<file path="src/rtl/ctrl_pkg.sv">
// Shared definitions for the multicycle control unit.
// Holds opcode values, ALU operation codes, PC source codes and the FSM state encoding.
package ctrl_pkg;

  // Opcode values; anything above OP_J is illegal.
  localparam int unsigned OP_R    = 0;
  localparam int unsigned OP_LW   = 1;
  localparam int unsigned OP_SW   = 2;
  localparam int unsigned OP_BEQ  = 3;
  localparam int unsigned OP_ADDI = 4;
  localparam int unsigned OP_J    = 5;

  // ALU operation codes.
  localparam logic [2:0] ALU_RTYPE = 3'b100;
  localparam logic [2:0] ALU_ADD   = 3'b001;
  localparam logic [2:0] ALU_SUB   = 3'b010;

  // PC source select codes.
  localparam logic [1:0] PC_SRC_SEQ    = 2'b00;
  localparam logic [1:0] PC_SRC_BRANCH = 2'b01;
  localparam logic [1:0] PC_SRC_JUMP   = 2'b10;

  typedef enum logic [3:0] {
    StRst,
    StFetch,
    StDecode,
    StExecR,
    StAddr,
    StMemRd,
    StMemWr,
    StWbMem,
    StWbAlu,
    StBranch,
    StJump,
    StTrap
  } state_e;

endpackage

</file>
<file path="src/rtl/mem_wait_timer.sv">
// Memory wait timer: counts consecutive stalled cycles of a memory access.
// Ports:
//   clk     - clock
//   rst     - synchronous active-high reset
//   clear   - restart the count (memory answered or the FSM changed state)
//   wait_en - a memory access is in progress and memory is not ready this cycle
//   expired - TIMEOUT stalled cycles already elapsed and memory is still not ready
module mem_wait_timer #(
  parameter int unsigned TIMEOUT = 15
) (
  input  logic clk,
  input  logic rst,
  input  logic clear,
  input  logic wait_en,
  output logic expired
);

  localparam int unsigned CntW = $clog2(TIMEOUT + 1);

  logic [CntW-1:0] count_q, count_d;

  always_comb begin
    count_d = count_q;
    if (clear) begin
      count_d = '0;
    end else if (wait_en && (count_q != CntW'(TIMEOUT))) begin
      count_d = count_q + CntW'(1);
    end
  end

  always_ff @(posedge clk) begin
    if (rst) begin
      count_q <= '0;
    end else begin
      count_q <= count_d;
    end
  end

  // A ready in the cycle the count sits at TIMEOUT still wins: wait_en is low then.
  assign expired = wait_en && (count_q == CntW'(TIMEOUT));

endmodule

</file>
<file path="src/rtl/multicycle_ctrl.sv">
// Multicycle datapath control FSM.
// Sequences each instruction through fetch/decode/execute/memory/write-back, drives the
// datapath enables and mux selects, and handshakes with a shared memory that may stall.
// Ports:
//   clk, rst                 - clock, synchronous active-high reset
//   opcode                   - opcode field from the instruction register
//   mem_ready                - memory finished the current access this cycle
//   pc_write, pc_write_cond  - PC load enables (unconditional / on ALU zero)
//   pc_src                   - PC source select
//   iord                     - memory address source (0 = PC, 1 = ALU result)
//   ir_write                 - instruction register load
//   mem_read, mem_write      - memory strobes, held until mem_ready
//   reg_write, reg_dst, alu_src, mem_to_reg, ext_op, alu_op - datapath controls
//   illegal, bus_err         - sticky trap flags
module multicycle_ctrl
  import ctrl_pkg::*;
#(
  parameter int unsigned OP_W    = 4,
  parameter int unsigned ALUOP_W = 3,
  parameter int unsigned TIMEOUT = 15
) (
  input  logic               clk,
  input  logic               rst,
  input  logic [OP_W-1:0]    opcode,
  input  logic               mem_ready,
  output logic               pc_write,
  output logic               pc_write_cond,
  output logic [1:0]         pc_src,
  output logic               iord,
  output logic               ir_write,
  output logic               mem_read,
  output logic               mem_write,
  output logic               reg_write,
  output logic               reg_dst,
  output logic               alu_src,
  output logic               mem_to_reg,
  output logic               ext_op,
  output logic [ALUOP_W-1:0] alu_op,
  output logic               illegal,
  output logic               bus_err
);

  state_e            state_q, state_d;
  logic [OP_W-1:0]   op_q;
  logic              illegal_q, bus_err_q;
  logic              set_illegal;
  logic              wait_en, expired, timer_clear;

  assign wait_en     = (state_q inside {StFetch, StMemRd, StMemWr}) && !mem_ready;
  assign timer_clear = mem_ready || (state_d != state_q);

  mem_wait_timer #(
    .TIMEOUT (TIMEOUT)
  ) u_mem_wait_timer (
    .clk     (clk),
    .rst     (rst),
    .clear   (timer_clear),
    .wait_en (wait_en),
    .expired (expired)
  );

  always_comb begin
    state_d     = state_q;
    set_illegal = 1'b0;
    case (state_q)
      StRst:    state_d = StFetch;
      StFetch: begin
        if (mem_ready)    state_d = StDecode;
        else if (expired) state_d = StTrap;
      end
      StDecode: begin
        case (opcode)
          OP_W'(OP_R):                              state_d = StExecR;
          OP_W'(OP_LW), OP_W'(OP_SW), OP_W'(OP_ADDI): state_d = StAddr;
          OP_W'(OP_BEQ):                            state_d = StBranch;
          OP_W'(OP_J):                              state_d = StJump;
          default: begin
            state_d     = StTrap;
            set_illegal = 1'b1;
          end
        endcase
      end
      StExecR:  state_d = StWbAlu;
      StAddr: begin
        // Only LW, SW and ADDI reach here, so anything else is ADDI.
        if (op_q == OP_W'(OP_LW))      state_d = StMemRd;
        else if (op_q == OP_W'(OP_SW)) state_d = StMemWr;
        else                           state_d = StWbAlu;
      end
      StMemRd: begin
        if (mem_ready)    state_d = StWbMem;
        else if (expired) state_d = StTrap;
      end
      StMemWr: begin
        if (mem_ready)    state_d = StFetch;
        else if (expired) state_d = StTrap;
      end
      StWbMem, StWbAlu, StBranch, StJump: state_d = StFetch;
      StTrap:   state_d = StTrap;
      default:  state_d = StRst;
    endcase
  end

  always_ff @(posedge clk) begin
    if (rst) begin
      state_q   <= StRst;
      op_q      <= '0;
      illegal_q <= 1'b0;
      bus_err_q <= 1'b0;
    end else begin
      state_q <= state_d;
      if (state_q == StDecode) op_q <= opcode;
      if (set_illegal)         illegal_q <= 1'b1;
      if (expired)             bus_err_q <= 1'b1;
    end
  end

  // Outputs decode the state register; forced low while rst is held so an
  // aborted write never strobes during reset.
  always_comb begin
    pc_write      = 1'b0;
    pc_write_cond = 1'b0;
    pc_src        = PC_SRC_SEQ;
    iord          = 1'b0;
    ir_write      = 1'b0;
    mem_read      = 1'b0;
    mem_write     = 1'b0;
    reg_write     = 1'b0;
    reg_dst       = 1'b0;
    alu_src       = 1'b0;
    mem_to_reg    = 1'b0;
    ext_op        = 1'b0;
    alu_op        = '0;
    illegal       = 1'b0;
    bus_err       = 1'b0;
    if (!rst) begin
      illegal = illegal_q;
      bus_err = bus_err_q;
      case (state_q)
        StFetch: begin
          mem_read = 1'b1;
          ir_write = mem_ready;
          pc_write = mem_ready;
        end
        StDecode, StAddr: begin
          alu_src = 1'b1;
          ext_op  = 1'b1;
          alu_op  = ALUOP_W'(ALU_ADD);
        end
        StExecR: alu_op = ALUOP_W'(ALU_RTYPE);
        StMemRd: begin
          mem_read = 1'b1;
          iord     = 1'b1;
        end
        StMemWr: begin
          mem_write = 1'b1;
          iord      = 1'b1;
        end
        StWbMem: begin
          reg_write  = 1'b1;
          mem_to_reg = 1'b1;
        end
        StWbAlu: begin
          reg_write = 1'b1;
          reg_dst   = (op_q == OP_W'(OP_R));
        end
        StBranch: begin
          alu_op        = ALUOP_W'(ALU_SUB);
          pc_write_cond = 1'b1;
          pc_src        = PC_SRC_BRANCH;
        end
        StJump: begin
          pc_write = 1'b1;
          pc_src   = PC_SRC_JUMP;
        end
        default: ;
      endcase
    end
  end

endmodule

</file>
<file path="config.mk">
export PLATFORM = sky130hd
export DESIGN_NAME = multicycle_ctrl
export DESIGN_NICKNAME = d
export VERILOG_FILES = /design/src/rtl/ctrl_pkg.sv /design/src/rtl/mem_wait_timer.sv /design/src/rtl/multicycle_ctrl.sv
export SDC_FILE = /design/constraint.sdc
export NUM_CORES = 1
export LEC_CHECK = 0
export ABC_AREA = 1
export CORE_MARGIN = 2
export CORE_UTILIZATION = 45
export DETAILED_ROUTE_END_ITERATION = 16
export GPL_TIMING_DRIVEN = 0
export MAX_ROUTING_LAYER = met4
export PLACE_DENSITY = 0.74
export SYNTH_ARGS = -nofsm -noshare
export SYNTH_HDL_FRONTEND = slang
export SYNTH_SLANG_ARGS = --single-unit
</file>
<file path="constraint.sdc">
create_clock -name clk -period 2.1 [get_ports clk]
set_input_delay 0.42 -clock clk [delete_from_list [all_inputs] [get_ports clk]]
set_output_delay 0.42 -clock clk [all_outputs]
set_load 0.01 [all_outputs]
</file>
* After elaboration in Yosys (flattened, before gate mapping)
Index checks and enable logic that the tools add are counted.
** Word-level totals
- Logic and storage cells :: 80
- Register bits after elaboration :: 14
- Input port bits :: 7
- Output and inout port bits :: 18
** Operators by class
- Reductions and logical operators :: 17
- Multiplexer cells :: 36
- Add/sub/neg operators :: 1
- Equal/unequal tests :: 21
** Operators by type and width (count)
- $pmux 4 s8 :: 1
- $eq 4x3->1 const B :: 6
- $mux 4 :: 6
- $mux 1 :: 23
- $eq 4x2->1 const B :: 5
- $eq 4x4->1 const B :: 5
- $pmux 4 s4 :: 1
- $eq 4x1->1 const B :: 3
- $logic_not 4->1 :: 3
- $reduce_or 2->1 :: 5
- $pmux 3 s3 :: 1
- $reduce_or 6->1 :: 1
- $reduce_or 5->1 :: 1
- $add 4x1->4 const B :: 1
- $ne 4x4->1 :: 1
- $ne 4x4->1 const B :: 1
- $pmux 2 s2 :: 1
- $logic_and 1x1->1 :: 3
- $mux 3 :: 1
- $reduce_bool 3->1 :: 1
- $reduce_or 3->1 :: 1
- $mux 2 :: 1
- $pmux 1 s2 :: 1
- $logic_not 1->1 :: 1
- $logic_or 1x1->1 :: 1

* Depth between registers and ports, before layout
Gate-level depths: netlist of run 1.
- Depth after elaboration :: 10
- Mapped depth :: 13
- Mapped depth without buffers :: 13

* Modules after synthesis
From an unflattened synthesis of run 1, not the netlist that was laid out.
** Unflattened totals
- Cell total of the unflattened synthesis :: 195
- Area, all modules :: 1098.6 sq um
** Modules (own cells, without submodules)
- multicycle_ctrl :: area each 894.6 sq um, cells each 165, times used 1, seq. area each 200.2 sq um
- mem_wait_timer :: area each 203.9 sq um, cells each 30, times used 1, seq. area each 80.1 sq um

* Worst setup path after synthesis of run 1
OpenSTA, ideal clock, no wires.
- Path kind :: register -> output
- Start point :: reg state_q[3]
- End point :: out alu_op[0]
- Cell stages (with the launch flop) :: 8
- Setup slack :: 0.339 ns
- Required time :: 1.680 ns
- Buffers on the path :: 2
- Arrival :: 1.341 ns
- Cells stage by stage :: dfxtp_1 > inv_2 > nand2_1 > nor2_1 > buf_2 > inv_1 > a21oi_1 > buf_4
** On the way
- Word-level cells in the longest chain between the ends :: 4
- Elaborated cells on any way between the ends :: 7
- Those cells by class :: 4 x eq/ne; 2 x mux; 1 x reduce/logical
** Ends and longest elaborated chain
- from (decl) :: line multicycle_ctrl.sv:43 : state_e state_q, state_d;
- from (signal assigned) :: line multicycle_ctrl.sv:106 : state_q <= StRst;
- from (signal assigned) :: line multicycle_ctrl.sv:111 : state_q <= state_d;
- $eq 4x2->1 / $eq 4x3->1 (equally long branches) :: line multicycle_ctrl.sv:139 : case (state_q)
- $reduce_or 2->1 :: line multicycle_ctrl.sv:139
- $pmux 3 s3 * :: line multicycle_ctrl.sv:139
- $mux 3 * :: line multicycle_ctrl.sv:136 : if (!rst) begin
- to (decl) :: line multicycle_ctrl.sv:38 : output logic [ALUOP_W-1:0] alu_op,
Every way passes the cells marked *; elsewhere a longest branch is shown, timed or not.

* Worst setup path in the final report of run 1
- Start point :: in rst
- End point :: out alu_op[2]
** On the way
- Word-level cells in the longest chain between the ends :: 1
** Ends and longest elaborated chain
- from (decl) :: line multicycle_ctrl.sv:23 : input logic rst,
- $mux 3 :: line multicycle_ctrl.sv:136
Every way passes these cells.

==> results of run 1 <==
==> through the flow <==
step                      setup TNS, ns  std cells  worst slack (ns)  area [um2]   util
after floorplan                       0        171             0.339        1030      -
after global placement           -0.978        222            -0.205        1300  0.592
after detailed placement          -1.41        222            -0.234        1300  0.592
after CTS                             0        229           0.00213        1380  0.629
after global routing           -0.00498        230          -0.00498        1390  0.633
final                                 0        230            0.0861        1390  0.633
==> worst paths after layout <==
kind              startpoint                          end  slack [ns]  cells after the start
setup / recovery         rst                    alu_op[2]        0.09                      4
hold / removal           rst                      op_q[1]        0.45                      2
setup reg to reg  state_q[3]  u_mem_wait_timer.count_q[2]        0.37                     12
hold reg to reg      op_q[3]                      op_q[3]        0.46                      2
==> per-layer routing <==
layer  wire [um]  global-route usage  vias up
li1            -                   -      608
met1        1150               0.286      497
met2        1110               0.327       33
met3         129              0.0374        6
met4          44               0.101        0
met5           0                   -        -
==> cells in the final DEF, fill, tap and decap left out, types with 3 or more instances in the layout <==
| master | synthesis | final |
|---|---|---|
| a21oi_1 | 11 | 10 |
| nand3_1 | 12 | 12 |
| nor2_2 | 4 | 6 |
| dfxtp_1 | 14 | 10 |
| clkdlybuf4s50_1 | 0 | 10 |
| clkbuf_4 | 0 | 3 |
| nand2_1 | 38 | 38 |
| nand2_2 | 4 | 4 |
| buf_4 | 3 | 9 |
| nand4_1 | 4 | 4 |
| nor2_1 | 30 | 27 |
| dlygate4sd2_1 | 0 | 7 |
| inv_4 | 0 | 3 |
| clkbuf_2 | 0 | 5 |
| inv_1 | 20 | 19 |
==> where the power goes <==
part,internal [W],total [W],switching [W]
Combinational,0.0000976,0.000243,0.000146
Clock,0.000105,0.000194,0.0000881
Sequential,0.000281,0.000300,0.0000181
==> worst max-delay path, cell delays in order <==
cell and delay [ns]:
clkbuf_2 0.16, buf_2 0.22, nor3_1 0.22, clkdlybuf4s50_1 0.57
==> registers in the layout, summed over array words and instances (netlist names) <==
register / cells
bus_err_q: 1
illegal_q: 1
op_q: 4
state_q: 4
u_mem_wait_timer.count_q: 4
==> logic make-up after synthesis <==
family	count (synthesis)	share of synthesized area
compound gates	21	0.116
buf+inv	32	0.136
fa+ha+maj	1	0.0121
xor+xnor	2	0.0243
simple gates	101	0.439
flops	14	0.272
==> timing repair <==
action                                  4_1_cts  5_1_grt
endpoints found under the setup margin       18       10
pin swaps                                     1        2
buffers inserted                              3        1
resized for setup                            26       15
==> layout make-up <==
cell class                      count  area [um2]  area share
Buffer                              8        56.3      0.0406
Multi-Input combinational cell    125         633       0.456
Clock buffer                        4        36.3      0.0261
Sequential cell                    14         290       0.209
Timing Repair Buffer               27         239       0.172
Inverter                           24        97.6      0.0703
Tap cell                           28        35.0      0.0252
==> flow_summary.ini, run 1 <==
[run_status]
status = finished, final reports clean

[logic_synthesis]
synth_async_sr_flop_share = 0
syn-cell-area_um2 = 1030
ys_types = 30
synth_fp_nets = 179
yosysTopAreaCell = dfxtp_1
syn_area_per_cell_um2 = 6.03
synth_ff_type = dfxtp_1
synth_edf_count = 0
yosysMostFrequentCell = nand2_1
yosysSeqAreaShare = 0.272
netlist_top_cells_count = nand2_1, nor2_1, inv_1, dfxtp_1, nand3_1
yosysWarningCount = 0
synthCells = 171
ys_seq_elements = 14
synthTopCellsByArea = dfxtp_1, nand2_1, nor2_1, inv_1, nand3_1
yosysTopAreaCellShare = 0.272

[cts]
cts.htree.levels = 1
clk_pin_slew_ns = 0.08
cts_made_buffers = 3
postCtsHoldBufs = 0
clock_path_buffers = 2
cts_tree = done
clkSinkCount = 14
clock_latency_ns = 0.28
cts-root-buf = clkbuf_4

[final_layout]
drive_gt1_frac = 0.223
nets = 211
area_growth_pct = 34.6
num-fill-cells = 209
n_antenna_cell = 0

[floorplan]
die-area_um2 = 2690
rows = 17
io_pins = 25
dieWidth_um = 51.9
start_util = 0.471
coreArea_um2 = 2190
die_y_um = 51.9

[routing]
drt-initial-drc-count = 39
routed_via_density = 4.97
drcViolationCount = 0
routed_wl_um = 2440
vias = 1144
ant_nets = 0
firstDrtPassIters = 4
routedWlPerCell_um = 10.6

[place]
gp_congestion = 0.871
io_buffers = 23
hpwl_um = 1880

[critical_path]
critPathMaxFanout = 10
worstPathRequired_ns = 1.68
arrival_ns = 1.59
worst_setup_path_end_kind = output pin
startpoint_type = input port
crit_type = input port to output pin

[sta]
setup_viol = 0
slew_viol_final = 0
timing.final.crit_period_ns = 2.01
hold_slack_ns = 0.446
clock_skew_ns = 0.00365
tightest_slew_ns = 0.259
max_freq_mhz = 497
timing_hold_violations_final = 0
slew_headroom = 0.826
post-route-period-util = 0.959

[grt]
grt_pass1_wl_um = 4230
grt_max_degree = 11
grt_pass1_vias = 1032
track_usage = 0.218
antenna_found_initial = 0
grt_overflow = 0

[worst_hold_path]
min_path_type = input port to register

[job]
drv_cap = 0

[power]
p_per_area_nw_per_um2 = 531
p_leak_nw = 0.652
power_w = 0.000736
ir_drop_mv = 0.439
(Power assumes the default switching activity.)
==> run 2: changes to the inputs <==
SLEW_MARGIN = 20   (was unset)
clock period = 2.06 ns   (was 2.1 ns; I/O delays follow)
==> run 2 against run 1 <==
  * Non-clock buffer count grew 5
  * Wire length grew 4.4%
  * Worst hold slack gained 0.0091 ns
  * Critical path depth grew 5
  * Via count grew 3.0%
  * First-iteration DRC count shrank 10%
  * Largest cell class unchanged
==> flow_summary.ini, run 2 (same netlist as run 1, synthesis figures left out) <==
[critical_path]
critPathMaxFanout = 4
ff2ff_setup_slack_ns = 0.28
cp_cell_sequence = inv_2 > buf_6 > nand2_1 > nor2_2 > buf_4 > inv_2 > a21oi_4 > buf_4 > buf_2
r2r-start = state_q[0]
crit_type = register to output pin
crit_start = state_q[0]
critPathMaxStageDelay_ns = 0.34
worst_setup_path_end_kind = output pin
crit_end = alu_op[0]
arrival_ns = 1.57
slowest_stage = dfxtp_2
startpoint_type = register
worstReg2RegEnd = u_mem_wait_timer.count_q[2]
worstRegToRegCells = 13
worstPathRequired_ns = 1.65

[sta]
timing.final.crit_period_ns = 1.98
clock_skew_ns = 0.00272
tightest_slew_ns = 0.259
slew_viol_final = 0
max_freq_mhz = 505
hold_slack_ns = 0.455
slew_headroom = 0.827
setup_viol = 0
grt_setup_unrepaired = false
timing_hold_violations_final = 0
post-route-period-util = 0.962

[power]
seq_power_share = 0.383
combinationalPowerShare = 0.361
switchingPower_w = 0.000269
p_per_area_nw_per_um2 = 542
ir_drop_mv = 0.449
swShare = 0.343
clkPwrFrac = 0.256
p_leak_nw = 0.724
p_int_w = 0.000515

[final_layout]
final_cell_mix = nand2_1, nor2_1, inv_1
area_growth_pct = 40.4
n_antenna_cell = 0
top_regs = op_q x4, state_q x4, u_mem_wait_timer.count_q x4
nets = 216
final_util = 0.661
drive_gt1_frac = 0.242
layout_commonest_cell = nand2_1

[floorplan]
coreArea_um2 = 2190
start_util = 0.471
dieWidth_um = 51.9
die-area_um2 = 2690
die_y_um = 51.9
io_pins = 25
rows = 17

[place]
gp_congestion = 0.871
hpwl_um = 1880
io_buffers = 23

[grt]
grt_overflow = 0
antenna_found_initial = 0
grt_pass1_vias = 1068
grt_pass1_wl_um = 4410
grt_max_degree = 11
track_usage = 0.226

[cts]
cts_tree = done
cts_made_buffers = 3
cts-root-buf = clkbuf_4
clock_path_buffers = 2
clkSinkCount = 14
cts.htree.levels = 1
clock_latency_ns = 0.28
clk_pin_slew_ns = 0.09

[job]
drv_cap = 0

[worst_hold_path]
min_path_type = input port to register

[routing]
routedWlPerCell_um = 10.8
ant_nets = 0
routed_via_density = 5.01
firstDrtPassIters = 4
drt-initial-drc-count = 35
routed_wl_um = 2550
vias = 1178
drcViolationCount = 0

[run_status]
status = finished, final reports clean
[run 2: through the flow]
step	setup slack (ns)	instance area (um2)	power, W	setup TNS [ns]	instances
finish	0.0780	1450	0.000784	0	235
global route	0.00194	1450	0.000836	0	235
CTS	0.00268	1400	0.000771	0	232
detailed placement	-0.258	1300	0.000542	-1.91	222
global placement	-0.237	1300	0.000536	-1.35	222
floorplan	0.307	1030	0.000473	0	171
[run 2: worst max-delay path: cells and delay by family (launching register included)]
family	cells	cell delay (ns)
AOI/OAI and AO/OA	1	0.13
DFF	1	0.34
buffers and inverters	6	0.61
and+or+nand+nor	2	0.20
[run 2: timing repair]
action | in CTS | in global routing
gates cloned | 0 | 0
endpoints found under the setup margin | 18 | 11
buffers inserted | 6 | 3
hold buffers | 0 | 0
pin swaps | 4 | 4
gates resized for setup | 31 | 15
[run 2: worst min-delay path by stage]
stage,startpoint,endpoint,cells past startpoint
after floorplan,bus_err_q,bus_err_q,2
after global placement,op_q[2],op_q[2],2
after detailed placement,op_q[3],op_q[3],2
after CTS,op_q[3],op_q[3],2
after global routing,rst,op_q[0],2
final,rst,op_q[1],2
[run 2: layout make-up]
cell class,instances,area (um2)
sequential,14,288
fill,198,743
multi-input combinational,125,649
clock buffer,4,36.3
timing repair buffer,32,288
inverter,24,92.6
buffer,8,58.8
tap,28,35.0
[run 2: layer usage]
layer,wire length [um],up-vias,track usage,part of all wire
li1,-,618,-,-
met1,1140,511,0.286,0.45
met2,1200,41,0.361,0.47
met3,157,8,0.0345,0.062
met4,42,0,0.0921,0.016
met5,0,-,-,0
[run 2: power groups by stage]
stage	Sequential [W]	Clock [W]	Combinational, W
6_report	0.000300	0.000201	0.000283
4_1_cts	0.000301	0.000205	0.000265
3_3_place_gp	0.000307	0	0.000229
2_1_floorplan	0.000305	0	0.000167
3_5_place_dp	0.000308	0	0.000234
5_1_grt	0.000303	0.000217	0.000316
